### src/rtl/muldiv_seq.sv
// muldiv_seq: iterative multiply/divide unit for the HI/LO instructions.
// One bit is resolved per clock; every operation takes the same 33 cycles
// from accepted start to the done pulse, regardless of op or operands.
module muldiv_seq #(
    parameter int WIDTH = 32,
    parameter int CW    = 5
) (
    input  logic             clk,
    input  logic             rst_n,
    input  logic             start,
    input  logic [1:0]       op,
    input  logic [WIDTH-1:0] a,
    input  logic [WIDTH-1:0] b,
    output logic             busy,
    output logic             done,
    output logic [WIDTH-1:0] hi,
    output logic [WIDTH-1:0] lo,
    output logic             div_zero
);

    typedef enum logic [1:0] {
        IDLE = 2'd0,
        CALC = 2'd1,
        SIGN = 2'd2,
        DONE = 2'd3
    } state_t;

    localparam logic [CW-1:0] LAST_ITER = CW'(WIDTH - 1);

    state_t               state;
    logic [CW-1:0]        count;
    logic                 is_div;
    logic                 neg_q;     // quotient / product must be negated
    logic                 neg_r;     // remainder must be negated (sign of a)
    logic [WIDTH-1:0]     opnd;      // multiplicand (mul) or divisor (div)
    logic [2*WIDTH-1:0]   acc;       // {upper, lower}: product or {remainder, quotient}

    // Operand magnitudes; op[0] selects the signed variants.
    logic             a_neg;
    logic             b_neg;
    logic [WIDTH-1:0] a_mag;
    logic [WIDTH-1:0] b_mag;

    assign a_neg = op[0] & a[WIDTH-1];
    assign b_neg = op[0] & b[WIDTH-1];
    // The most negative value negates to itself, which is exactly its
    // unsigned magnitude, so no special case is needed.
    assign a_mag = a_neg ? (~a + 1'b1) : a;
    assign b_mag = b_neg ? (~b + 1'b1) : b;

    // One iteration of shift-add multiply or restoring divide on acc.
    logic [WIDTH:0]       mul_sum;
    logic [WIDTH:0]       rem_sh;
    logic [WIDTH:0]       rem_diff;
    logic [2*WIDTH-1:0]   acc_next;

    always_comb begin
        // NOTE: every always_comb output gets a default first so no path
        // leaves it unassigned, which would otherwise infer a latch.
        mul_sum  = '0;
        rem_sh   = '0;
        rem_diff = '0;
        acc_next = acc;
        if (!is_div) begin
            // Add the multiplicand into the upper half when the current
            // multiplier bit is set, then shift the whole 2W word right.
            mul_sum  = {1'b0, acc[2*WIDTH-1:WIDTH]}
                     + {1'b0, (acc[0] ? opnd : {WIDTH{1'b0}})};
            acc_next = {mul_sum, acc[WIDTH-1:1]};
        end else begin
            // Bring the next dividend bit into the partial remainder and
            // subtract the divisor when it fits.
            rem_sh   = {acc[2*WIDTH-1:WIDTH], acc[WIDTH-1]};
            rem_diff = rem_sh - {1'b0, opnd};
            if (rem_sh >= {1'b0, opnd})
                acc_next = {rem_diff[WIDTH-1:0], acc[WIDTH-2:0], 1'b1};
            else
                acc_next = {rem_sh[WIDTH-1:0], acc[WIDTH-2:0], 1'b0};
        end
    end

    // Sign correction of the finished magnitude result.
    logic [2*WIDTH-1:0] prod_fix;
    logic [WIDTH-1:0]   quot_fix;
    logic [WIDTH-1:0]   rem_fix;

    always_comb begin
        prod_fix = neg_q ? (~acc + 1'b1) : acc;
        quot_fix = neg_q ? (~acc[WIDTH-1:0] + 1'b1) : acc[WIDTH-1:0];
        rem_fix  = neg_r ? (~acc[2*WIDTH-1:WIDTH] + 1'b1) : acc[2*WIDTH-1:WIDTH];
    end

    // Control FSM, iteration datapath and registered outputs.
    always_ff @(posedge clk or negedge rst_n) begin
        if (!rst_n) begin
            state    <= IDLE;
            count    <= '0;
            is_div   <= 1'b0;
            neg_q    <= 1'b0;
            neg_r    <= 1'b0;
            opnd     <= '0;
            acc      <= '0;
            busy     <= 1'b0;
            done     <= 1'b0;
            hi       <= '0;
            lo       <= '0;
            div_zero <= 1'b0;
        end else begin
            // NOTE: all state here updates with <= so every register samples
            // the pre-edge values, independent of statement order.
            case (state)
                IDLE: begin
                    done <= 1'b0;
                    if (start) begin
                        state    <= CALC;
                        busy     <= 1'b1;
                        count    <= '0;
                        is_div   <= op[1];
                        neg_q    <= a_neg ^ b_neg;
                        neg_r    <= a_neg;
                        div_zero <= 1'b0;
                        if (op[1]) begin
                            opnd <= b_mag;
                            acc  <= {{WIDTH{1'b0}}, a_mag};
                        end else begin
                            opnd <= a_mag;
                            acc  <= {{WIDTH{1'b0}}, b_mag};
                        end
                    end
                end
                CALC: begin
                    acc   <= acc_next;
                    count <= count + 1'b1;
                    if (count == LAST_ITER)
                        state <= SIGN;
                end
                SIGN: begin
                    if (is_div) begin
                        // With a zero divisor every trial subtract succeeds,
                        // so the remainder ends as |a|; its sign fix-up
                        // restores a exactly. Only the quotient is forced.
                        hi       <= rem_fix;
                        lo       <= (opnd == '0) ? {WIDTH{1'b1}} : quot_fix;
                        div_zero <= (opnd == '0);
                    end else begin
                        {hi, lo} <= prod_fix;
                        div_zero <= 1'b0;
                    end
                    busy  <= 1'b0;
                    done  <= 1'b1;
                    state <= DONE;
                end
                DONE: begin
                    done  <= 1'b0;
                    state <= IDLE;
                end
                default: state <= IDLE;
            endcase
        end
    end

endmodule
### config.mk
export PLATFORM = sky130hd
export DESIGN_NAME = muldiv_seq
export DESIGN_NICKNAME = d
export VERILOG_FILES = /design/src/rtl/muldiv_seq.sv
export SDC_FILE = /design/constraint.sdc
export NUM_CORES = 1
export LEC_CHECK = 0
export CORE_MARGIN = 10
export CORE_UTILIZATION = 50
export CTS_CLUSTER_DIAMETER = 150
export DETAILED_ROUTE_END_ITERATION = 8
export GPL_TIMING_DRIVEN = 1
export PLACE_DENSITY = 0.71
export SLEW_MARGIN = 10
export SYNTH_ARGS = -nofsm -noshare
export SYNTH_HDL_FRONTEND = slang
export SYNTH_SLANG_ARGS = --single-unit
### constraint.sdc
create_clock -name clk -period 5.7 [get_ports clk]
set_input_delay 0.57 -clock clk [delete_from_list [all_inputs] [get_ports clk]]
set_output_delay 0.57 -clock clk [all_outputs]
set_load 0.05 [all_outputs]
Word level (Yosys, flattened, before mapping)
Index checks and enable logic that the tools add are counted.

Bits in registers: 173. Bits of input ports: 69. Output and inout port bits: 67. Word-level logic and storage cells: 71.

Add/subtract/negate cells: 8. Magnitude comparators: 1. Eq/ne operators: 6. Muxes and demuxes: 26. Bitwise gates (word level): 8. Reduce and logical (&&, ||, !) cells: 10.

Operators by type and width (number): two-way mux 32 bit (10); two-way mux 64 bit (4); adder 32 x 1 -> 32 bit, second input constant (4); NOT 32 bit (4); case mux 64 bit (2 select lines) (1); adder 64 x 1 -> 64 bit, second input constant (1); NOT 64 bit (1); adder 32 x 32 -> 33 bit (1); >= comparator 33 x 32 -> 1 bit (1); logical NOT 32 bit (1); subtractor 32 bit (1); case mux 5 bit (2 select lines) (1); case mux 2 bit (4 select lines) (1); AND reduction 2 bit (4); case mux 1 bit (2 select lines) (3); nonzero test 2 bit (3); adder 5 x 1 -> 5 bit, second input constant (1); == test 5 bit, second input constant (1); two-way mux 5 bit (1); == test 2 bit, second input constant (2); two-way mux 2 bit (2); inequality test 2 bit, second input constant (2); two-way mux 1 bit (3); bitwise AND 1 bit (2); other kinds (4) (4).

Logic depth before layout (Yosys ltp)
Gate-level depths: netlist (run 1).

Depth in word-level cells: 6. Mapped depth: 14.

Worst setup path after synthesis (run 1)
No wires, ideal clock.

Kind: reg2reg. Start: register acc[0]. End: register acc[60]. Data arrival time: 3.241 ns. Data required time: 5.617 ns. Slack: 2.376 ns. Cell stages (with the launch flop): 15. Path buffers: 2. Clock period less this slack: 3.324 ns. Cells stage by stage: dfrtp_1 > inv_1 > clkbuf_1 > nor2_1 > ha_1 > clkbuf_1 > nand4_1 > a211o_1 > a21oi_1 > a2111oi_0 > o31ai_1 > a41oi_1 > a211oi_1 > mux2_2 > o21ai_0.

Longest elaborated chain between the ends: 4.

RTL lines: from (decl) (line 36) `logic [2*WIDTH-1:0] acc;`; from (signal assigned) (line 124) `acc <= {{WIDTH{1'b0}}, a_mag};`; from (signal assigned) (line 127) `acc <= {{WIDTH{1'b0}}, b_mag};`; from (signal assigned) (line 132) `acc <= acc_next;`; two-way mux 32 bit (line 68) `+ {1'b0, (acc[0] ? opnd : {WIDTH{1'b0}})};`; adder 32 x 32 -> 33 bit (line 68); two-way mux 64 bit (line 64) `if (!is_div) begin`; case mux 64 bit (2 select lines) (line 111) `case (state)`.

Every way passes these cells. A chain may end at the register's enable or synchronous reset.

Worst setup path in the final report (run 1)
Start: register acc[0]. End: register acc[63].

Same word-level chain as after synthesis.

==> flow_summary_export.csv, run 1 <==
group,metric,value,unit
worst_hold_path,holdCritPathClass,"input pin to async pin",
placement,place_area,16200,µm²
clocking,ctsHoldBuffers,0,
floorplanning,dieArea,36500,µm²
clocking,numClockSinks,173,
worst_setup_path,r2r-end,"acc[63]$_DFFE_PN0P_",
worst_setup_path,r2r_slack,1.29,ns
clocking,clkLatencyLatePin,0.45,ns
layout,layout-drive-gt1-share,0.0712,
worst_setup_path,cp_num_buf_inv,2,
sta,rsz0062_at_grt,"false",
placement,gp_congestion,0.980,
logic_synthesis,ys_async_sr_fraction,1.00,
sta,worstMarginPinSlew,1.25,ns
power_and_ir_drop,p_sw,0.00625,W
placement,dpl.hpwl,39600,µm
sta,skew,0.0171,ns
power_and_ir_drop,pwr-share-comb,0.672,
sta,drv_slew,0,
power_and_ir_drop,p_int,0.00535,W
job,maxCapViolations,0,
logic_synthesis,yosys_register_bits,173,
logic_synthesis,ys_types,86,
power_and_ir_drop,p_clk_frac,0.105,
worst_setup_path,crit_chain,"inv_1 -> buf_4 -> nor2_1 -> ha_1 -> a21oi_1 -> o211ai_1 -> nand4_1 -> a31oi_1 -> o311ai_0 -> o21ai_0 -> a21bo_2 -> a31o_2 -> o31a_1",
sta,hold_viol,0,
sta,period_share,0.774,
run_status,status,"finished, final reports clean",
logic_synthesis,synth_edf_count,0,
logic_synthesis,synth_fp_nets,1940,
floorplanning,fp.coreArea,28800,µm²
placement,place_inst,2233,
logic_synthesis,synth_area_per_cell,8.14,µm²
clocking,clk_pin_slew,0.08,ns
worst_setup_path,critPathKind,"flop to flop",
worst_setup_path,r2r_cells,13,
power_and_ir_drop,powerDensity,690,nW/µm²
logic_synthesis,synthTopCellsByArea,"dfrtp_1, a21oi_1, ha_1",
global_routing,overflow,0,
clocking,numCtsBuffers,17,
layout,fin_area,16800,µm²
power_and_ir_drop,peakVddDrop,0.000287,V
logic_synthesis,yosysTopAreaCell,"dfrtp_1",
clocking,h-tree-depth,4,
sta,finalCriticalPeriod,4.41,ns
global_routing,grt_pass1_wl,78100,µm
placement,io_buffers,135,
worst_setup_path,required,6.04,ns
layout,n_antenna_cell,0,
floorplanning,std_cell_rows,62,
worst_setup_path,critPathArrivalTime,4.75,ns
power_and_ir_drop,p_leak,7.14,nW
global_routing,antenna_found_initial,0,
route,vias_per_cell,6.25,
worst_setup_path,worstSetupEndpointType,"flop",
worst_setup_path,critPathMaxFanout,24,
worst_setup_path,cpPeakStageDelay,0.85,ns
global_routing,grt_usage,0.273,
clocking,cts_tree,"built",
clocking,cts_resized,0,
route,ant_nets,0,
logic_synthesis,synth_top_flop_cell,"dfrtp_1",
power_and_ir_drop,swShare,0.539,
worst_setup_path,crit_slowest_cell,"o311ai_0",
floorplanning,die_x,191,µm
logic_synthesis,ys_warn_count,0,
route,finalWirelength,50500,µm
logic_synthesis,syn_inst,1795,
floorplanning,initial_core_util,0.508,
sta,holdWs,0.208,ns
layout,fillerInstances,2651,
worst_setup_path,r2r_start,"acc[0]$_DFFE_PN0P_",
route,drt-pass1-iter-count,5,
route,num_vias,14100,
route,wl_per_cell,22.3,µm
floorplanning,ios,136,
clocking,cts_root_buf,"clkbuf_16",
floorplanning,dieHeight,191,µm
route,drcViolationCount,0,
sta,tns,0,ns
layout,post-route-util,0.584,
sta,slew_headroom,0.165,
route,drt_iter0_markers,1302,
power_and_ir_drop,seq_power_share,0.223,
logic_synthesis,synthesis.area,14600,µm²
sta,fmax,227,MHz
global_routing,grt_max_degree,95,
layout,nets,2013,
worst_setup_path,critPathLaunch,"acc[0]$_DFFE_PN0P_",
global_routing,grt_pass1_vias,13600,
worst_setup_path,crit_family,"compound AO/OA/AOI/OAI gates",
layout,syn2layout_area_growth,15.0,%
clocking,cts_max_path_buffers,2,
worst_setup_path,start_kind,"flop",
sta,setup_violations,0,
clocking,post_cts_buffers,0,
layout,instances_no_fill,2265,
logic_synthesis,synth_top_cell_area_share,0.296,
logic_synthesis,yosysSeqAreaShare,0.296,
worst reg2reg max path, stage by stage, from the launching register on:
cell	delay, ns
dfrtp_1	0.44
inv_1	0.62
buf_4	0.31
nor2_1	0.07
ha_1	0.39
a21oi_1	0.28
o211ai_1	0.12
nand4_1	0.13
a31oi_1	0.12
o311ai_0	0.85
o21ai_0	0.36
a21bo_2	0.29
a31o_2	0.23
o31a_1	0.10
area by class of cell:
type | count | area (µm²) | share of cell area
clock inverters | 15 | 179 | 0.0106
multi-input cells | 1451 | 9630 | 0.573
repair buffers | 153 | 1480 | 0.0882
clock buffers | 17 | 425 | 0.0253
well taps | 384 | 480 | 0.0286
inverters | 72 | 270 | 0.0161
flip-flops and latches | 173 | 4330 | 0.258
power by group through the flow:
stage	clock [W]	sequential, W	combinational [W]
final	0.00122	0.00259	0.00779
after global routing	0.00128	0.00267	0.00845
after CTS	0.00123	0.00256	0.00770
after detailed placement	0	0.00259	0.00766
after global placement	0	0.00255	0.00760
after floorplan	0	0.00305	0.00488
synthesized netlist by cell type, types with 6 or more instances:
library cell  number
a211oi_1          24
a21o_1            40
a21oi_1          192
a22o_1             7
a31oi_1           16
and2_1            15
and3_1            10
clkbuf_1          87
dfrtp_1          173
ha_1              74
inv_1             71
mux2_2            42
mux2i_1           35
nand2_1          141
nand2b_1          16
nand3_1           24
nand4_1           10
nor2_1           184
nor2b_1           13
nor3_1            37
nor4_1            22
o211ai_1          11
o21a_1            12
o21ai_0          142
o221ai_1          18
o22a_1            26
o22ai_1           10
o31ai_1           28
o41ai_1           10
or2_2              7
or3_1             11
or4_1             11
or4_4              6
xnor2_1           99
xor2_1            74
worst max path at each step:
stage / slack [ns] / end / cells past startpoint
floorplan: 2.38 / acc[60]$_DFFE_PN0P_ / 14
global placement: 1.48 / acc[63]$_DFFE_PN0P_ / 13
detailed placement: 1.40 / acc[60]$_DFFE_PN0P_ / 13
CTS: 1.38 / acc[60]$_DFFE_PN0P_ / 13
global route: 1.00 / acc[60]$_DFFE_PN0P_ / 13
finish: 1.29 / acc[63]$_DFFE_PN0P_ / 13
cell families after synthesis:
kind of cell | share of synthesized area
AO/OA/AOI/OAI | 0.257
AND/OR/NAND/NOR | 0.172
XOR/XNOR | 0.104
flip-flops | 0.296
buffers and inverters | 0.0465
multiplexers | 0.0584
adder cells (fa/ha/maj) | 0.0661
registers in the layout, summed over array words and instances (netlist names):
name      cells
busy          1
acc          64
div_zero      1
lo           32
is_div        1
opnd         32
neg_q         1
state         2
count         5
neg_r         1
hi           32
done          1
cell usage in the layout (no fill, tap or decap), types with 40 or more instances in the layout:
cell type	synthesis	routed
inv_1	71	71
mux2_2	42	42
a21o_1	40	40
o21ai_0	142	142
xor2_1	74	74
nand2_1	141	140
xnor2_1	99	99
dfrtp_1	173	172
clkdlybuf4s50_1	1	133
ha_1	74	73
nor2_1	184	184
a21oi_1	192	192
per-stage QoR:
stage,total power [W],setup slack (ns)
global placement,0.0102,1.48
floorplan,0.00793,2.38
CTS,0.0115,1.38
detailed placement,0.0102,1.40
global route,0.0124,1.00
finish,0.0116,1.29
layer usage:
metal,routed length [µm],part of all wire,GRT usage,up-vias
met4,1510,0.030,0.0966,0
met2,22800,0.45,0.431,633
met5,0,0,0,-
met3,4120,0.082,0.0539,89
met1,22000,0.44,0.363,6750
li1,-,-,-,6674
No activity file was read; power rests on OpenSTA's default activity.
==> inputs of run 2 (changes only) <==
--- a/config.mk
+++ b/config.mk
@@ -10,7 +10,7 @@
 export CTS_CLUSTER_DIAMETER = 150
 export DETAILED_ROUTE_END_ITERATION = 8
 export GPL_TIMING_DRIVEN = 1
-export PLACE_DENSITY = 0.71
+export PLACE_DENSITY = 0.74
 export SLEW_MARGIN = 10
 export SYNTH_ARGS = -nofsm -noshare
 export SYNTH_HDL_FRONTEND = slang
==> constraint.sdc (replaced) <==
create_clock -name clk -period 3.65 [get_ports clk]
set_input_delay 0.365 -clock clk [delete_from_list [all_inputs] [get_ports clk]]
set_output_delay 0.365 -clock clk [all_outputs]
set_load 0.05 [all_outputs]
==> flow_summary_export.csv, run 2 (same netlist as run 1, synthesis figures left out) <==
group,metric,value,unit
worst_setup_path,cpPeakStageDelay,0.44,ns
clocking,ctsHoldBuffers,0,
placement,dpl.hpwl,40100,µm
route,drt_iter0_markers,1392,
layout,layout_common_cells,"a21oi_1, nor2_1, dfrtp_1",
sta,slew_headroom,0.183,
clocking,cts_root_buf,"clkbuf_16",
run_status,violations,"hold timing",
sta,period_share,0.967,
power_and_ir_drop,p_leak,7.47,nW
global_routing,overflow,0,
sta,fin_ws,0.122,ns
worst_setup_path,start_kind,"flop",
power_and_ir_drop,seq_power_share,0.204,
worst_setup_path,critPathMaxFanout,11,
sta,rsz0062_at_grt,"true",
layout,layout-drive-gt1-share,0.103,
clocking,post_cts_buffers,0,
layout,n_antenna_cell,0,
sta,worstMarginPinSlew,1.23,ns
route,vias_per_cell,6.22,
placement,pre_cts_ws,0.0525,ns
job,maxCapViolations,0,
floorplanning,dieArea,36500,µm²
sta,skew,0.0173,ns
route,num_vias,14500,
clocking,clk_pin_slew,0.08,ns
worst_setup_path,crit_slowest_cell,"dfrtp_1",
clocking,numClockSinks,173,
worst_setup_path,critPathKind,"flop to flop",
power_and_ir_drop,powerDensity,1070,nW/µm²
global_routing,grt_pass1_wl,80100,µm
route,drt-pass1-iter-count,5,
worst_setup_path,r2r_slack,0.12,ns
power_and_ir_drop,p_int,0.00876,W
sta,holdWs,-0.0190,ns
worst_hold_path,holdCritPathClass,"input pin to async pin",
global_routing,grt_pass1_vias,14100,
sta,drv_slew,0,
clocking,cts_tree,"built",
global_routing,antenna_found_initial,0,
floorplanning,std_cell_rows,62,
worst_setup_path,r2r-end,"acc[60]$_DFFE_PN0P_",
floorplanning,ios,136,
route,ant_nets,0,
sta,setup_violations,0,
layout,multiInputGateArea,9660,µm²
clocking,h-tree-depth,4,
layout,nets,2075,
worst_setup_path,r2r_start,"acc[0]$_DFFE_PN0P_",
sta,fmax,283,MHz
run_status,status,"finished, violations left",
worst_setup_path,critPathArrivalTime,3.90,ns
layout,final-seq-area,4330,µm²
clocking,cts_max_path_buffers,2,
sta,hold_viol,41,
layout,syn2layout_area_growth,18.7,%
floorplanning,initial_core_util,0.508,
clocking,numCtsBuffers,17,
worst_setup_path,crit_family,"compound AO/OA/AOI/OAI gates",
layout,instances_no_fill,2327,
route,wl_per_cell,22.1,µm
global_routing,grt_usage,0.277,
placement,io_buffers,135,
placement,place_inst,2295,
worst_setup_path,cp_num_buf_inv,4,
worst_setup_path,worstSetupEndpointType,"flop",
floorplanning,dieHeight,191,µm
layout,fillerInstances,2568,
power_and_ir_drop,swShare,0.529,
floorplanning,die_x,191,µm
route,finalWirelength,51500,µm
worst_setup_path,required,4.02,ns
clocking,clkLatencyLatePin,0.46,ns
sta,finalCriticalPeriod,3.53,ns
power_and_ir_drop,p_clk_frac,0.104,
clocking,cts_resized,0,
power_and_ir_drop,peakVddDrop,0.000455,V
worst_setup_path,crit_chain,"inv_1 -> buf_12 -> nor2_1 -> ha_1 -> o21ai_0 -> a211o_1 -> a21oi_2 -> a2111oi_1 -> buf_4 -> o31ai_1 -> buf_4 -> a41oi_1 -> a211oi_2 -> mux2_2 -> o21ai_0",
floorplanning,fp.coreArea,28800,µm²
placement,gp_congestion,1.01,
global_routing,grt_max_degree,83,
power_and_ir_drop,p_sw,0.00984,W
worst_setup_path,r2r_cells,15,
route,drcViolationCount,0,
layout,final_common_cell,"a21oi_1",
layout,largest_reg_flops,64,
layout,regMostFlops,"acc",
power_and_ir_drop,pwr-share-comb,0.692,
-- run 2: worst max-delay path by stage --
stage | endpoint | cells past startpoint | startpoint
after detailed placement | acc[60]$_DFFE_PN0P_ | 15 | acc[0]$_DFFE_PN0P_
after floorplan | acc[60]$_DFFE_PN0P_ | 14 | acc[0]$_DFFE_PN0P_
after global placement | hi[4]$_DFFE_PN0P_ | 10 | acc[0]$_DFFE_PN0P_
after CTS | acc[60]$_DFFE_PN0P_ | 15 | acc[0]$_DFFE_PN0P_
after global routing | acc[60]$_DFFE_PN0P_ | 15 | acc[0]$_DFFE_PN0P_
final | acc[60]$_DFFE_PN0P_ | 15 | acc[0]$_DFFE_PN0P_
-- run 2: metrics by stage --
step | hold WS, ns | total power [W] | setup TNS [ns] | utilization | area (µm²)
after floorplan | 0.0694 | 0.0124 | 0 | - | 14600
after global placement | 0.463 | 0.0162 | 0 | 0.580 | 16700
after detailed placement | 0.481 | 0.0164 | 0 | 0.580 | 16700
after CTS | 0.0102 | 0.0184 | 0 | 0.601 | 17300
after global routing | 0.0458 | 0.0198 | -0.0336 | 0.603 | 17300
final | -0.0190 | 0.0186 | 0 | 0.603 | 17300
-- run 2: power groups by stage --
stage	combinational [W]	sequential, W	clock (W)
after global routing	0.0139	0.00391	0.00202
after global placement	0.0124	0.00376	0
after detailed placement	0.0126	0.00381	0
final	0.0129	0.00380	0.00193
after floorplan	0.00761	0.00477	0
after CTS	0.0127	0.00378	0.00194
-- run 2: metal layers --
metal | track usage | wire length, µm | vias to the layer above
met2 | 0.448 | 23800 | 686
met3 | 0.0477 | 4060 | 121
met5 | 0 | 0 | -
met4 | 0.110 | 1950 | 0
met1 | 0.362 | 21800 | 6879
li1 | - | - | 6791
-- run 2: area by class of cell --
cell class                 instances  share of cell area
clock inverter                    15              0.0108
multi-input combinational       1451               0.557
sequential                       173               0.250
clock buffer                      17              0.0245
tap                              384              0.0277
inverter                          72              0.0156
timing repair buffer             215               0.115
